File: config.mk
export PLATFORM = sky130hd
export DESIGN_NAME = alu_op_issue
export DESIGN_NICKNAME = d
export VERILOG_FILES = /design/src/rtl/alu_op_issue.sv
export SDC_FILE = /design/constraint.sdc
export NUM_CORES = 1
export LEC_CHECK = 0
export CAP_MARGIN = 20
export CORE_MARGIN = 1
export CORE_UTILIZATION = 35
export DETAILED_ROUTE_END_ITERATION = 12
export PLACE_DENSITY = 0.67
export SLEW_MARGIN = 20
export SYNTH_ARGS = -nofsm -noshare
export SYNTH_HDL_FRONTEND = slang
export SYNTH_SLANG_ARGS = --single-unit
File: constraint.sdc
create_clock -name clk -period 2.53 [get_ports clk]
set_input_delay 0.506 -clock clk [delete_from_list [all_inputs] [get_ports clk]]
set_output_delay 0.506 -clock clk [all_outputs]
set_load 0.01 [all_outputs]
File: src/rtl/alu_op_issue.sv
// rtl/alu_op_issue.sv - issue stage for the 8-bit ALU: op FIFO, operand registers, result capture
module alu_op_issue #(
    parameter int DEPTH = 4
) (
    input  logic        clk,
    input  logic        reset,
    input  logic        in_valid,
    output logic        in_ready,
    input  logic [3:0]  in_ctl,
    input  logic [7:0]  in_a,
    input  logic [7:0]  in_b,
    input  logic        in_use_acc,
    output logic [3:0]  ALU_CTL,
    output logic [7:0]  A,
    output logic [7:0]  B,
    input  logic [7:0]  Z,
    input  logic [7:0]  FLAGS,
    output logic        out_valid,
    input  logic        out_ready,
    output logic [7:0]  out_z,
    output logic [7:0]  out_flags,
    output logic [7:0]  acc,
    output logic [15:0] ops_done
);

    localparam int PW = $clog2(DEPTH);
    localparam int CW = PW + 1;

    typedef enum logic [1:0] {
        IDLE = 2'd0,
        EXEC = 2'd1,
        WAIT = 2'd2
    } state_t;

    state_t        state;
    logic [20:0]   mem [DEPTH];
    logic [PW-1:0] wr_ptr;
    logic [PW-1:0] rd_ptr;
    logic [CW-1:0] count;
    logic          push;
    logic          pop;
    logic          not_empty;

    // Entry layout: {ctl[20:17], a[16:9], b[8:1], use_acc[0]}
    logic [20:0]   head;
    logic [3:0]    head_ctl;
    logic [7:0]    head_a;
    logic [7:0]    head_b;
    logic          head_use_acc;

    assign head         = mem[rd_ptr];
    assign head_ctl     = head[20:17];
    assign head_a       = head[16:9];
    assign head_b       = head[8:1];
    assign head_use_acc = head[0];

    assign not_empty = (count != '0);
    assign in_ready  = (count != CW'(DEPTH));
    assign push      = in_valid && in_ready;

    always_comb begin
        pop = 1'b0;
        if (state == IDLE && not_empty) begin
            pop = 1'b1;
        end else if (state == WAIT && out_ready && not_empty) begin
            pop = 1'b1;
        end
    end

    // Storage needs no reset: an entry is only read after it has been written.
    always_ff @(posedge clk) begin
        if (push) begin
            mem[wr_ptr] <= {in_ctl, in_a, in_b, in_use_acc};
        end
    end

    always_ff @(posedge clk) begin
        if (reset) begin
            wr_ptr    <= '0;
            rd_ptr    <= '0;
            count     <= '0;
            state     <= IDLE;
            ALU_CTL   <= '0;
            A         <= '0;
            B         <= '0;
            out_valid <= 1'b0;
            out_z     <= '0;
            out_flags <= '0;
            acc       <= '0;
            ops_done  <= '0;
        end else begin
            if (push) begin
                wr_ptr <= wr_ptr + PW'(1);
            end
            if (pop) begin
                rd_ptr <= rd_ptr + PW'(1);
            end
            case ({push, pop})
                2'b10:   count <= count + CW'(1);
                2'b01:   count <= count - CW'(1);
                default: count <= count;
            endcase

            // acc here already reflects the previous retire, so chained ops see it directly.
            if (pop) begin
                ALU_CTL <= head_ctl;
                A       <= head_use_acc ? acc : head_a;
                B       <= head_b;
            end

            case (state)
                IDLE: begin
                    if (not_empty) begin
                        state <= EXEC;
                    end
                end
                EXEC: begin
                    out_z     <= Z;
                    out_flags <= FLAGS;
                    acc       <= Z;
                    out_valid <= 1'b1;
                    ops_done  <= ops_done + 16'd1;
                    state     <= WAIT;
                end
                WAIT: begin
                    if (out_ready) begin
                        out_valid <= 1'b0;
                        state     <= not_empty ? EXEC : IDLE;
                    end
                end
                default: begin
                    state <= IDLE;
                end
            endcase
        end
    end

endmodule

==> metrics.md <==
| Metric | Value |
|---|---|
| Status | finished, final reports clean |
| Clock tree root driver cell | clkbuf_16 |
| Syn_nets | 469 |
| Max Freq | 427.3 MHz |
| CP max-delay cell | or3b_4 |
| Drt wl/cell | 15.33 µm |
| Register area share after synthesis | 67.11% |
| Via count | 3571 |
| Worst Path Max Fanout | 6 |
| Routed wl met3 | 568 µm |
| Top Layer Used | met5 |
| Dpl ws | -0.2293 ns |
| Initial Util | between 30% and 40% |
| Core area | roughly 16000 µm² |
| Rel. slew slack | between 50% and 60% |
| Num rows | 46 |
| Num CTS Buffers | 17 |
| ANT nets after route | 0 |
| DPL Wire Length | 7.582 mm |
| Predominant post-synthesis flop cell | edfxtp_1 |
| Setup violations, final | 0 |
| IO buf count | 102 |
| Area delta synth->final | 32.43% |
| Top-Level Pins | 103 |
| Die Height | ~130 µm |
| Setup Buffers After CTS | 0 |
| Post-Layout Cell Count | 754 |
| Mapped Cells | 421 |
| WP data arrival | ~2.7 ns |
| Post-synth EDFFs | 84 |
| Cell variety after synth | 37 |
| Ys async rst share | 0% |
| DRC errors left | 0 |
| Max-capacitance violation count | 0 |
| Die W | about 130 µm |
| TritonCTS clock tree | built |
| Worst Path Required | approximately 2.9 ns |
| H-tree levels | 4 |
| Met1 WL | 5.016 mm |
| Worst slew pin tran | 0.6369 ns |
| CP dominant cell by count | inv_1 |
| Grt ovf | 0 |
| Nets | 573 |
| Die area | 16710 µm² |
| Hold crit path type | flip-flop to flip-flop |
| Mapped cell area | between 5000 and 6000 µm² |
| Crit Path Class | flip-flop to flip-flop |
| Leakage | 2.563 nW |
| Final Slew Violations | 0 |
| Post-Route WL | 11.56 mm |
| Mapped Avg Cell Area | about 13 µm² |
| Register area | 3804 µm² |
| Power per cell area | about 1000 nW/µm² |
| Multi-input gate area | 1678 µm² |
| Routed met2 length | 5.794 mm |
| Skew-Pair Late Insertion Delay | 0.42 ns |
| Gr usage total | between 10% and 20% |
| Initial antenna violation count | 1 |
| Wire length of the first global-routing pass | 18.62 mm |
| Worst setup EP type | flip-flop |
| Largest net degree at the start of global routing | 33 |
| Worst setup margin | 0.1897 ns |
| Min Tclk post-route | 2.340 ns |
| Synth Register Bits | 148 |
| Max Root-Sink Buffers | 2 |
| Number of global-route vias before repair | 3645 |
| Clock-pin slew on the worst setup and hold paths | 0.06 ns |
| Crit-path cells | or3b_4 -> and2_1 -> inv_1 -> ha_1 -> inv_1 -> fa_1 -> xor2_1 -> or3_1 -> a21oi_1 |
| Pre-antenna DRT Iters | 4 |
| Routability cong. | 0.7693 |
| Unrepaired setup endpoints after global routing | no |
| Worst vdd ir | 573.8 µV |
| CP max stage delay | 0.44 ns |
| Final Power | 7.774 mW |
| Drt initial violations | 157 |
| Clock sinks | 148 |
| Syn. warnings | 0 |
| Crit share post-route | 92.50% |
| Cell Count Post-Placement | 722 |
| Antenna cell count | 0 |
| Final hold vios | 0 |
| Fin Hold WS | 0.4546 ns |
| Share of layout cells above drive strength 1 | 13.01% |
| Setup crit start kind | flip-flop |
| Via-to-Cell Ratio | between 4 and 5 |
| Final clock skew | between 0.009 and 0.01 ns |
| Fill count | around 1.4k |
[flip-flops by register name, summed over array words and instances, names as in the netlist, named ones only]
signal     flops
out_valid      1
mem           84
B              8
count          3
A              8
ALU_CTL        4
wr_ptr         2
acc            8
rd_ptr         2
out_flags      8
state          2
ops_done      16
[cells in the mapped netlist (8+ instances only)]
master    instances  area share [%]
edfxtp_1         84              45
dfxtp_1          64              23
xnor2_1           8             1.2
mux2i_1           8             1.4
nand2_1          66             4.4
a21oi_1          40             3.5
mux4_2           21             8.3
nor2_1           25             1.7
buf_4             9             1.2
inv_1             9            0.60
a211oi_1          8             1.1
clkbuf_1         13            0.86
[routing by layer]
layer / GRT usage [%] / vias to the layer above
li1: - / 1721
met2: 26.34 / 90
met5: 0 / -
met3: 4.253 / 14
met1: 17.29 / 1744
met4: 6.021 / 2
[final timing paths]
path | startpoint | endpoint | slack, ns | depth (start not counted)
worst max-delay path | count[0] | count[2] | 0.19 | 9
worst min-delay path | out_flags[3] | out_flags[3] | 0.45 | 2
worst max register to register | count[0] | count[2] | 0.19 | 9
worst min register to register | out_flags[3] | out_flags[3] | 0.45 | 2
[cell type report]
class / instances / share of cell area (%)
Sequential cell: 148 / 50.68
Multi-Input combinational cell: 234 / 22.35
Timing Repair Buffer: 114 / 14.90
Clock buffer: 17 / 5.668
Tap cell: 216 / 3.601
Clock inverter: 15 / 2.300
Inverter: 10 / 0.5001
[cell usage in the layout, fill, tap and decap left out, types with 2 or more instances in the layout]
cell / n
inv_6: 2
inv_8: 4
xor2_1: 6
and2_1: 2
nand3_1: 4
and3_1: 5
or3_1: 7
clkdlybuf4s50_1: 101
nand2_1: 66
nor3_1: 3
clkbuf_16: 17
clkinvlp_4: 2
a211oi_1: 8
xnor2_1: 8
o21ai_0: 6
inv_1: 9
a21oi_1: 40
nand4_1: 2
bufinv_16: 2
buf_4: 11
nor2b_1: 3
mux4_2: 21
dfxtp_1: 64
nor4_1: 2
mux2i_1: 8
clkinv_4: 3
edfxtp_1: 84
ha_1: 6
nor2_1: 25
[power breakdown]
group          internal, mW  switching (mW)  total [mW]
clock                  1.48            1.03        2.51
sequential             2.94           0.225        3.17
combinational          1.04            1.06        2.10
total                  5.46            2.31        7.77
[repair_timing]
action | in CTS | in global routing
gates resized for setup | 0 | 1
hold buffers | 0 | 0
endpoints found under the setup margin | 0 | 1
[critical path, delay by kind of cell (launching register included)]
| family | cells | cell delay, ns |
|---|---|---|
| flip-flops | 1 | 0.35 |
| AO/OA/AOI/OAI | 1 | 0.14 |
| buffers and inverters | 2 | 0.14 |
| AND/OR/NAND/NOR | 3 | 0.95 |
| adder cells (fa/ha/maj) | 2 | 0.53 |
| XOR/XNOR | 1 | 0.16 |
[through the flow]
| stage | TNS (ns) | area, µm² | util, % |
|---|---|---|---|
| 2_1_floorplan | 0 | 5668 | - |
| 3_3_place_gp | -0.1878 | 6905 | 43.63 |
| 3_5_place_dp | -0.2743 | 6905 | 43.63 |
| 4_1_cts | 0 | 7503 | 47.41 |
| 5_1_grt | 0 | 7506 | 47.42 |
| 6_report | 0 | 7506 | 47.42 |
[kinds of logic after synthesis]
kind of cell	after synthesis	share of synthesized area [%]
AOI/OAI and AO/OA	55	5.254
xor gates and xnor gates	14	2.163
and+or+nand+nor	129	10.71
muxes	29	9.757
DFF	148	67.11
adders and majority gates	7	1.678
buffers and inverters	39	3.333
Power figures use the tool's default switching activity.
==> edit, RTL diff (same settings) <==
`DEPTH`: 4 -> 2.
--- a/src/rtl/alu_op_issue.sv
+++ b/src/rtl/alu_op_issue.sv
@@ -1,6 +1,6 @@
 // rtl/alu_op_issue.sv - issue stage for the 8-bit ALU: op FIFO, operand registers, result capture
 module alu_op_issue #(
-    parameter int DEPTH = 4
+    parameter int DEPTH = 2
 ) (
     input  logic        clk,
     input  logic        reset,
Function: changed (Yosys sat finds a counterexample within 4 cycles, from zero or initial values and one cycle with reset high).
==> edit against the unedited design <==
  * Worst setup slack gained 0.32 ns
  * Critical path depth down 7
  * Synthesized area shrank 32%
  * Sequential cell count decreased by 46
  * Power shrank 38%
  * First-iteration DRC count down 32%
  * Wire length down 30%
  * Non-clock buffer count shrank 6
  * Cell area is 31% lower
  * Synthesized cell count down 19%
  * Critical endpoint is now in_ready
==> edit: results <==
export IMPL_clk_latency_ns=0.36
export IMPL_syn_nets=386
export IMPL_cpLargestDelayFamily="buffers and inverters"
export IMPL_p_leak_nw=1.76
export IMPL_peakVddDrop_v=0.000466
export IMPL_worstPathArrival_ns=1.52
export IMPL_skew_ns=0.0106
export IMPL_nets=476
export IMPL_status="finished clean"
export IMPL_grt_first_pass_wirelength_mm=12.8
export IMPL_grt_pass1_vias=2612
export IMPL_clkTransAtPathRegs_ns=0.10
export IMPL_numCtsBuffers=9
export IMPL_grt_max_degree=42
export IMPL_drive_above_1_share_pct=6.39
export IMPL_worst_path_max_delay_cell="clkdlybuf4s50_1"
export IMPL_dp_hpwl_mm=5.61
export IMPL_vias=2706
export IMPL_drt_wl_total_mm=8.05
export IMPL_synth_area_top_cells="edfxtp_1 (33%), dfxtp_1 (31%), nand2_1 (5.1%)"
export IMPL_track_usage_pct=14.5
export IMPL_fillCellCount=992
export IMPL_ys_flop_type="dfxtp_1"
export IMPL_drt_iter0_drc=107
export IMPL_yosysSeqAreaShare_pct=64.0
export IMPL_largest_registers="mem x42, ops_done x16"
export IMPL_yosys_cell_types_count=40
export IMPL_place_gp_congestion=0.713
export IMPL_synth_edf_count=42
export IMPL_cp_max_fo=4
export IMPL_max_stage_delay_ns=0.57
export IMPL_tightest_slew_ns=0.646
export IMPL_yosys_top_cells_count="dfxtp_1 (60), nand2_1 (52), edfxtp_1 (42), nor2_1 (39), a21oi_1 (24)"
export IMPL_antenna_found_initial=0
export IMPL_dp_slack_ns=0.306
==> edit: power breakdown <==
part / switching (mW) / internal, mW
sequential: 0.215 / 2.08
clock: 0.601 / 0.388
combinational: 0.746 / 0.779
==> edit: cell families (layout without fill, tap and decap cells) <==
family          Yosys count  in the layout  share of synthesized area [%]
simple gates            123            123                           14.8
flops                   102            102                           64.0
compound gates           57             57                           9.63
buf+inv                  31            126                           4.10
xor+xnor                 15             15                           3.41
mux                      13             13                           3.41
fa+ha+maj                 2              2                          0.650
==> edit: stage by stage <==
stage	instance area [um^2]	power, mW	instances
after detailed placement	4950	3.88	558
after floorplan	3850	3.15	343
after CTS	5150	4.88	574
final	5150	4.81	574
after global routing	5150	5.10	574
after global placement	4950	3.84	558
==> edit: path summary, 6_finish.rpt <==
check	slack, ns	end	cells after the start	from
hold reg to reg	0.46	out_flags[7]$_SDFFE_PP0P_	2	out_flags[7]$_SDFFE_PP0P_
setup reg to reg	0.83	count[1]$_SDFFE_PP0P_	5	state[1]$_SDFFE_PP0P_
setup / recovery	0.51	in_ready	2	count[0]$_SDFFE_PP0P_
hold / removal	0.46	out_flags[7]$_SDFFE_PP0P_	2	out_flags[7]$_SDFFE_PP0P_
==> edit: routing by layer <==
metal	part of all wire (%)	up-vias	wire length [um]	global-route usage, %
met5	0	-	0	0
met2	50	70	4040	24.6
met3	4.9	11	397	3.89
met1	43	1238	3500	17.7
met4	1.4	0	116	5.28
li1	-	1387	-	-
==> edit: layout make-up <==
cell class | count | share of cell area (%)
clock inverters | 7 | 1.46
inverters | 2 | 0.146
flip-flops and latches | 102 | 47.8
repair buffers | 108 | 20.9
clock buffers | 9 | 2.41
multi-input cells | 210 | 24.0
well taps | 136 | 3.30
